**config.mk**
```make
export PLATFORM = sky130hd
export DESIGN_NAME = conv_div_32s_16ns_16_seq
export DESIGN_NICKNAME = d
export VERILOG_FILES = /design/src/rtl/conv_div_32s_16ns_16_seq.sv
export SDC_FILE = /design/constraint.sdc
export NUM_CORES = 1
export LEC_CHECK = 0
export CORE_ASPECT_RATIO = 0.6
export CORE_UTILIZATION = 65
export CTS_BUF_LIST = sky130_fd_sc_hd__clkbuf_4
export DETAILED_ROUTE_END_ITERATION = 8
export DONT_BUFFER_PORTS = 1
export PLACE_DENSITY = 0.89
export SLEW_MARGIN = 20
export SYNTH_ARGS = -nofsm -noshare
export SYNTH_HDL_FRONTEND = slang
export SYNTH_SLANG_ARGS = --single-unit
```
**constraint.sdc**
```tcl
create_clock -name ap_clk -period 4.81 [get_ports ap_clk]
set_clock_uncertainty 0.1 [all_clocks]
set_input_delay 0.481 -clock ap_clk [delete_from_list [all_inputs] [get_ports ap_clk]]
set_output_delay 0.481 -clock ap_clk [all_outputs]
set_load 0.05 [all_outputs]
```
**src/rtl/conv_div_32s_16ns_16_seq.sv**
```systemverilog
// Sequential radix-2 restoring divider: signed dividend / unsigned divisor,
// saturated signed quotient and dividend-signed remainder, valid/ready on both sides.
module conv_div_32s_16ns_16_seq #(
  parameter logic [31:0] ID         = 32'd1,
  parameter int          DIVIDEND_W = 32,
  parameter int          DIVISOR_W  = 16,
  parameter int          QUOT_W     = 16
) (
  input  logic                  ap_clk,
  input  logic                  ap_rst_n,
  input  logic                  in_valid,
  output logic                  in_ready,
  input  logic [DIVIDEND_W-1:0] dividend,
  input  logic [DIVISOR_W-1:0]  divisor,
  output logic                  out_valid,
  input  logic                  out_ready,
  output logic [QUOT_W-1:0]     quotient,
  output logic [DIVISOR_W:0]    remainder,
  output logic                  ovf,
  output logic                  dz
);

  localparam int CNT_W = $clog2(DIVIDEND_W);
  localparam logic [DIVIDEND_W-1:0] POS_LIM =
    {{(DIVIDEND_W-QUOT_W+1){1'b0}}, {(QUOT_W-1){1'b1}}};
  localparam logic [DIVIDEND_W-1:0] NEG_LIM = POS_LIM + DIVIDEND_W'(1);
  localparam logic [QUOT_W-1:0] Q_MAX = {1'b0, {(QUOT_W-1){1'b1}}};
  localparam logic [QUOT_W-1:0] Q_MIN = {1'b1, {(QUOT_W-1){1'b0}}};

  typedef enum logic [1:0] {S_IDLE, S_CALC, S_FIX, S_DONE} state_t;

  state_t                  state, state_nxt;
  logic [CNT_W-1:0]        cnt;
  logic [DIVIDEND_W-1:0]   quo_r;
  logic [DIVISOR_W:0]      rem_r;
  logic [DIVISOR_W-1:0]    div_r;
  logic                    neg_r;

  logic [DIVIDEND_W-1:0]   dividend_abs;
  logic [DIVISOR_W:0]      shifted;
  logic [DIVISOR_W+1:0]    trial;
  logic                    last_step;
  logic [QUOT_W-1:0]       q_fix;
  logic [DIVISOR_W:0]      r_fix;
  logic                    ovf_fix;
  logic                    dz_fix;

  assign in_ready  = (state == S_IDLE);
  assign out_valid = (state == S_DONE);
  assign last_step = (cnt == CNT_W'(DIVIDEND_W-1));

  // |-2^(W-1)| still fits because the working register is unsigned.
  assign dividend_abs = dividend[DIVIDEND_W-1] ? -dividend : dividend;

  // Partial remainder stays below the divisor, so its MSB is always zero here.
  assign shifted = {rem_r[DIVISOR_W-1:0], quo_r[DIVIDEND_W-1]};
  assign trial   = {1'b0, shifted} - {2'b00, div_r};

  always_ff @(posedge ap_clk) begin
    if (!ap_rst_n) state <= S_IDLE;
    else           state <= state_nxt;
  end

  always_comb begin
    state_nxt = state;
    case (state)
      S_IDLE:  if (in_valid)  state_nxt = S_CALC;
      S_CALC:  if (last_step) state_nxt = S_FIX;
      S_FIX:                  state_nxt = S_DONE;
      S_DONE:  if (out_ready) state_nxt = S_IDLE;
      default:                state_nxt = S_IDLE;
    endcase
  end

  always_comb begin
    q_fix   = neg_r ? -quo_r[QUOT_W-1:0] : quo_r[QUOT_W-1:0];
    r_fix   = neg_r ? -rem_r : rem_r;
    ovf_fix = 1'b0;
    dz_fix  = (div_r == '0);
    if (dz_fix) begin
      q_fix = neg_r ? Q_MIN : Q_MAX;
      r_fix = '0;
    end else if (!neg_r && (quo_r > POS_LIM)) begin
      q_fix   = Q_MAX;
      ovf_fix = 1'b1;
    end else if (neg_r && (quo_r > NEG_LIM)) begin
      q_fix   = Q_MIN;
      ovf_fix = 1'b1;
    end
  end

  always_ff @(posedge ap_clk) begin
    if (!ap_rst_n) begin
      cnt       <= '0;
      quo_r     <= '0;
      rem_r     <= '0;
      div_r     <= '0;
      neg_r     <= 1'b0;
      quotient  <= '0;
      remainder <= '0;
      ovf       <= 1'b0;
      dz        <= 1'b0;
    end else begin
      case (state)
        S_IDLE: begin
          if (in_valid) begin
            quo_r <= dividend_abs;
            rem_r <= '0;
            div_r <= divisor;
            neg_r <= dividend[DIVIDEND_W-1];
            cnt   <= '0;
          end
        end
        S_CALC: begin
          cnt <= cnt + CNT_W'(1);
          if (!trial[DIVISOR_W+1]) begin
            rem_r <= trial[DIVISOR_W:0];
            quo_r <= {quo_r[DIVIDEND_W-2:0], 1'b1};
          end else begin
            rem_r <= shifted;
            quo_r <= {quo_r[DIVIDEND_W-2:0], 1'b0};
          end
        end
        S_FIX: begin
          quotient  <= q_fix;
          remainder <= r_fix;
          ovf       <= ovf_fix;
          dz        <= dz_fix;
        end
        default: ;
      endcase
    end
  end

endmodule

```
# Word level (Yosys, flattened, before mapping)
# Index checks and enable logic that the tools add are counted.
# W data, S select, Z words.
dict set report word_totals {
  regBits 108
  in_bits 52
}
dict set report op_classes {
  add_sub_neg 5
  n_lt_le_gt_ge 2
  n_eq_ne 7
  muxes 23
  reduce_logical 9
}
# op count
set ops {}
lappend ops {{$mux W16} 5}
lappend ops {{$mux W17} 4}
lappend ops {{$mux W32} 2}
lappend ops {{$pmux W32 S2} 1}
lappend ops {{$pmux W17 S2} 1}
lappend ops {{$gt A32 B15 Y1 const B} 1}
lappend ops {{$gt A32 B16 Y1 const B} 1}
lappend ops {{$neg A32 Y32} 1}
lappend ops {{$sub A17 B16 Y18} 1}
lappend ops {{$neg A17 Y17} 1}
lappend ops {{$logic_not A16 Y1} 1}
lappend ops {{$neg A16 Y16} 1}
lappend ops {{$pmux W5 S2} 1}
lappend ops {{$pmux W2 S4} 1}
lappend ops {{$mux W2} 3}
lappend ops {{$add A5 B1 Y5 const B} 1}
lappend ops {{$eq A5 B5 Y1 const B} 1}
lappend ops {{$mux W5} 1}
lappend ops {{$eq A2 B2 Y1 const B} 2}
lappend ops {{$mux W1} 4}
lappend ops {{$ne A2 B2 Y1 const B} 2}
lappend ops {{$reduce_and A2 Y1} 2}
lappend ops {{$reduce_and A3 Y1} 1}
lappend ops {{$eq A2 B1 Y1 const B} 1}
lappend ops {{other kinds (5)} 6}

# Depth between registers and ports, before layout
dict set report depth {
  depth_word 5
  depth_mapped 12
  mapped_depth_nobuf 11
}

# Worst setup path after synthesis
# Ideal clock, no wire load.
dict set report synth_timing {
  path_kind {register -> register}
  startpoint {register rem_r[7]}
  endpoint {register rem_r[14]}
  setup_time_ps 117
  t_arrival_ps 2439
  required_time_ps 4593
  slack_ps 2154
  path_stages_with_launch 11
  period_less_slack_ps 2656
  cell_sequence {dfxtp_1 ha_1 and3_1 and3_1 a211o_1 a21oi_1 clkbuf_1 buf_2 nor2_1 mux2i_1 nand2_1}
}
dict set report synth_between {
  elab_chain_cells 3
}
# item line
set synth_lines {}
lappend synth_lines {{start, declared} 35} ;# logic [DIVISOR_W:0] rem_r;
lappend synth_lines {{start signal, assigned} 117} ;# rem_r <= trial[DIVISOR_W:0];
lappend synth_lines {{start signal, assigned} 120} ;# rem_r <= shifted;
lappend synth_lines {{$sub A17 B16 Y18} 57} ;# assign trial = {1'b0, shifted} - {2'b00, div_r};
lappend synth_lines {{$mux W17} 116} ;# if (!trial[DIVISOR_W+1]) begin
lappend synth_lines {{$pmux W17 S2} 104} ;# case (state)
# No other way between the ends.
# A chain may end at the register's enable or synchronous reset.

# Worst setup path in the final report
dict set report layout_timing {
  startpoint {register state[0]}
  endpoint {register quo_r[22]}
}
dict set report layout_between {
  elab_chain_cells 3
  elab_cells_between_ends 6
}
# item line
set layout_lines {}
lappend layout_lines {{start, declared} 32} ;# state_t state, state_nxt;
lappend layout_lines {{start signal, assigned} 61} ;# else state <= state_nxt;
lappend layout_lines {{$logic_not A2 Y1 *} --}
lappend layout_lines {{named net in_ready} 12} ;# output logic in_ready,
lappend layout_lines {{$ne A2 B2 Y1 (no line) / $reduce_bool A2 Y1 (equally long branches)} --}
lappend layout_lines {{$reduce_and A2 Y1 (no line)} --}
lappend layout_lines {{end signal, assigned} 107} ;# quo_r <= dividend_abs;
lappend layout_lines {{end signal, assigned} 118} ;# quo_r <= {quo_r[DIVIDEND_W-2:0], 1'b1};
lappend layout_lines {{end signal, assigned} 121} ;# quo_r <= {quo_r[DIVIDEND_W-2:0], 1'b0};
lappend layout_lines {{end, declared} 34} ;# logic [DIVIDEND_W-1:0] quo_r;
# Mark *: on every way through the listed nets, which the timed path passes. The rest lies on a longest branch.

==> metrics.txt <==
setup TNS 0 ns; Req. time, crit path ~5 ns; main area contributors after synthesis dfxtp_1 33%, nand2_1 7.7%, a21oi_1 7.0%; die height 80.0 um; layout cells sized above 1 0.0441; Min-Delay Path Class in2reg; # H-tree levels 3; overall routed net length 17.8 mm; DRT Pass-1 Iters 6; Netlist Area Pre-Place ~0.0066 mm2; clock transition at the registers of the reported paths roughly 0.16 ns; status finished clean; cts repair resizes 0; first-pass GRT wire length ~28 mm; Flop pwr share 0.330; Synth Area per Inst 7.57 um2; max cap viols 0; Relative slew margins 0.408; Comb power frac 0.581; vias post-DR 6,476; leak pwr 2.53 nW; vias per cell between 6 and 7; Antenna Nets Post-Route 0; unrepaired setup endpoints after global routing false; Syn Inst Count 870; clock latency at the later pin of the worst-skew pair about 0.51 ns; cell area after layout 0.00694 mm2; Ys Warns 0; critical path type reg2reg; Area growth syn-to-layout 5.41%; vias in the first global route 5,748; Starting Density 0.669; Async SR Flop Fraction 0; top-count cell post-synth nand2_1; die span in x about 130 um; clock buffer depth 2; sinks on the clock net 108; arrival time at the worst endpoint 3.34 ns; number of post-CTS setup repair buffers 0; post-synthesis sequential area ratio 0.328; cell breakdown of the critical path inv_1, ha_1, nand2_1, nor2_1, nand2_1, a31oi_1; Slew Limit Fails 0; row count 28; Layout Nets 934; top-area cell type share of the netlist area 0.328; Slew @ Worst Pin 0.888 ns; cell taking the most area after synthesis dfxtp_1; achievable clock frequency 332 MHz; Synth Register Bits 108; CTS root buf clkbuf_4; antenna violations before repair 1; gr usage total 0.341; RD Place Congestion between 0.9 and 1; Switch Pwr 2.69 mW; most frequent CP cell nand2_1; largest net degree at the start of global routing 41; pwr dens 723 mW/mm2; Slowest Stage Delay on Critical Path around 0.72 ns; CP max FO 23; Ports 89; total grt overflow 0; Min Clock Period, post-route between 3 and 4 ns; Residual DRC 0; placed cell area 0.00663 mm2; synth unique cells 60; Main synth FF type dfxtp_1; period utilization 0.626; startpoint types flop; DP HPWL 12.9 mm; Buffers on Ports 0; most frequent cells after synthesis 135 x nand2_1, 108 x dfxtp_1, 92 x a21oi_1; DR iter-0 viols approximately 740; setup violators final 0; switching fraction of total power 0.536; endpoints failing hold 0; P_int 2.33 mW; share of total power in the clock network 0.089; Die Footprint 0.0106 mm2; number of synthesized flops with an enable pin 0; Max VDD drop 0.608 mV; CTS tree done; Syn Nets 948; CTS Buf Count 9; Critical Path Sink Type flop; Core ar. 0.00984 mm2; drt wl/cell 17.8 um; Crit-path slowest cell nor2_1
==> power groups by stage <==
stage	registers, mW	logic (mW)	clock network (mW)
6_report	1.66	2.92	0.448
3_3_place_gp	1.64	2.73	0
3_5_place_dp	1.66	2.82	0
4_1_cts	1.64	2.85	0.448
2_1_floorplan	1.55	2.28	0
5_1_grt	1.69	3.21	0.481
==> path summary, 6_finish.rpt <==
kind | from | end | slack, ns | cells after the start
worst min register to register | div_r[5]$_SDFFE_PN0P_ | div_r[5]$_SDFFE_PN0P_ | 0.39 | 2
worst max register to register | state[0]$_SDFFE_PN0P_ | quo_r[22]$_SDFFE_PN0P_ | 1.80 | 6
worst max-delay path | state[0]$_SDFFE_PN0P_ | quo_r[22]$_SDFFE_PN0P_ | 1.80 | 6
worst min-delay path | ap_rst_n | quo_r[26]$_SDFFE_PN0P_ | 0.02 | 2
==> cell usage in the layout (no fill, tap or decap), types with 19 or more instances in the layout <==
| cell | instances |
|---|---|
| inv_1 | 33 |
| a21oi_1 | 91 |
| o21ai_0 | 67 |
| nand2_1 | 135 |
| xnor2_1 | 31 |
| xor2_1 | 29 |
| o31ai_1 | 19 |
| nand3_1 | 26 |
| nor2_1 | 58 |
| dfxtp_1 | 108 |
| ha_1 | 24 |
==> cell families (layout without fill, tap and decap cells) <==
kind of cell	Yosys count	count (layout)	synth area share
other	0	1	0
buffers and inverters	84	75	0.0486
DFF	108	108	0.328
adders and majority gates	26	26	0.0505
and+or+nand+nor	311	311	0.224
muxes	10	10	0.0154
AOI/OAI and AO/OA	271	271	0.254
xor gates and xnor gates	60	60	0.0798
==> per-stage QoR <==
| stage | setup slack, ns | utilization | hold WS [ns] | instances | total power [mW] |
|---|---|---|---|---|---|
| 2_1_floorplan | 2.15 | - | 0.340 | 870 | 3.84 |
| 3_3_place_gp | 1.98 | 0.673 | 0.353 | 962 | 4.37 |
| 3_5_place_dp | 1.80 | 0.673 | 0.368 | 962 | 4.48 |
| 4_1_cts | 1.78 | 0.704 | 0.000953 | 996 | 4.93 |
| 5_1_grt | 1.67 | 0.705 | 0.00852 | 997 | 5.38 |
| 6_report | 1.80 | 0.705 | 0.0208 | 997 | 5.02 |
==> cell type report <==
cell class,count,area [um2]
Inverter,34,128
Timing Repair Buffer,25,233
Multi-Input combinational cell,678,4130
Antenna cell,1,2.50
Tap cell,135,169
Clock buffer,9,67.6
Fill cell,813,2900
Sequential cell,108,2160
Clock inverter,7,57.6
==> routing by layer <==
metal | vias to the layer above | track usage | wire (um)
met1 | 2988 | 0.475 | 7990
met2 | 365 | 0.501 | 7290
met4 | 0 | 0.0965 | 223
met5 | - | 0 | 0
li1 | 3092 | - | -
met3 | 31 | 0.107 | 2280
==> repair_timing <==
| item | in CTS | in global routing |
|---|---|---|
| hold buffers | 18 | 0 |
| endpoints found under the hold margin | 30 | 0 |
| endpoints found under the setup margin | 0 | 0 |
==> critical path, delay by kind of cell (launching register included) <==
| kind | cells | cell delay, ns |
|---|---|---|
| simple gates | 3 | 1.50 |
| fa+ha+maj | 1 | 0.66 |
| buf+inv | 1 | 0.10 |
| flops | 1 | 0.39 |
| compound gates | 1 | 0.19 |
==> state kept, by name, indices dropped and copies added (netlist names) <==
name,flops
cnt,5
div_r,16
dz,1
neg_r,1
ovf,1
quo_r,32
quotient,16
rem_r,17
remainder,17
state,2
(Power assumes the default switching activity.)
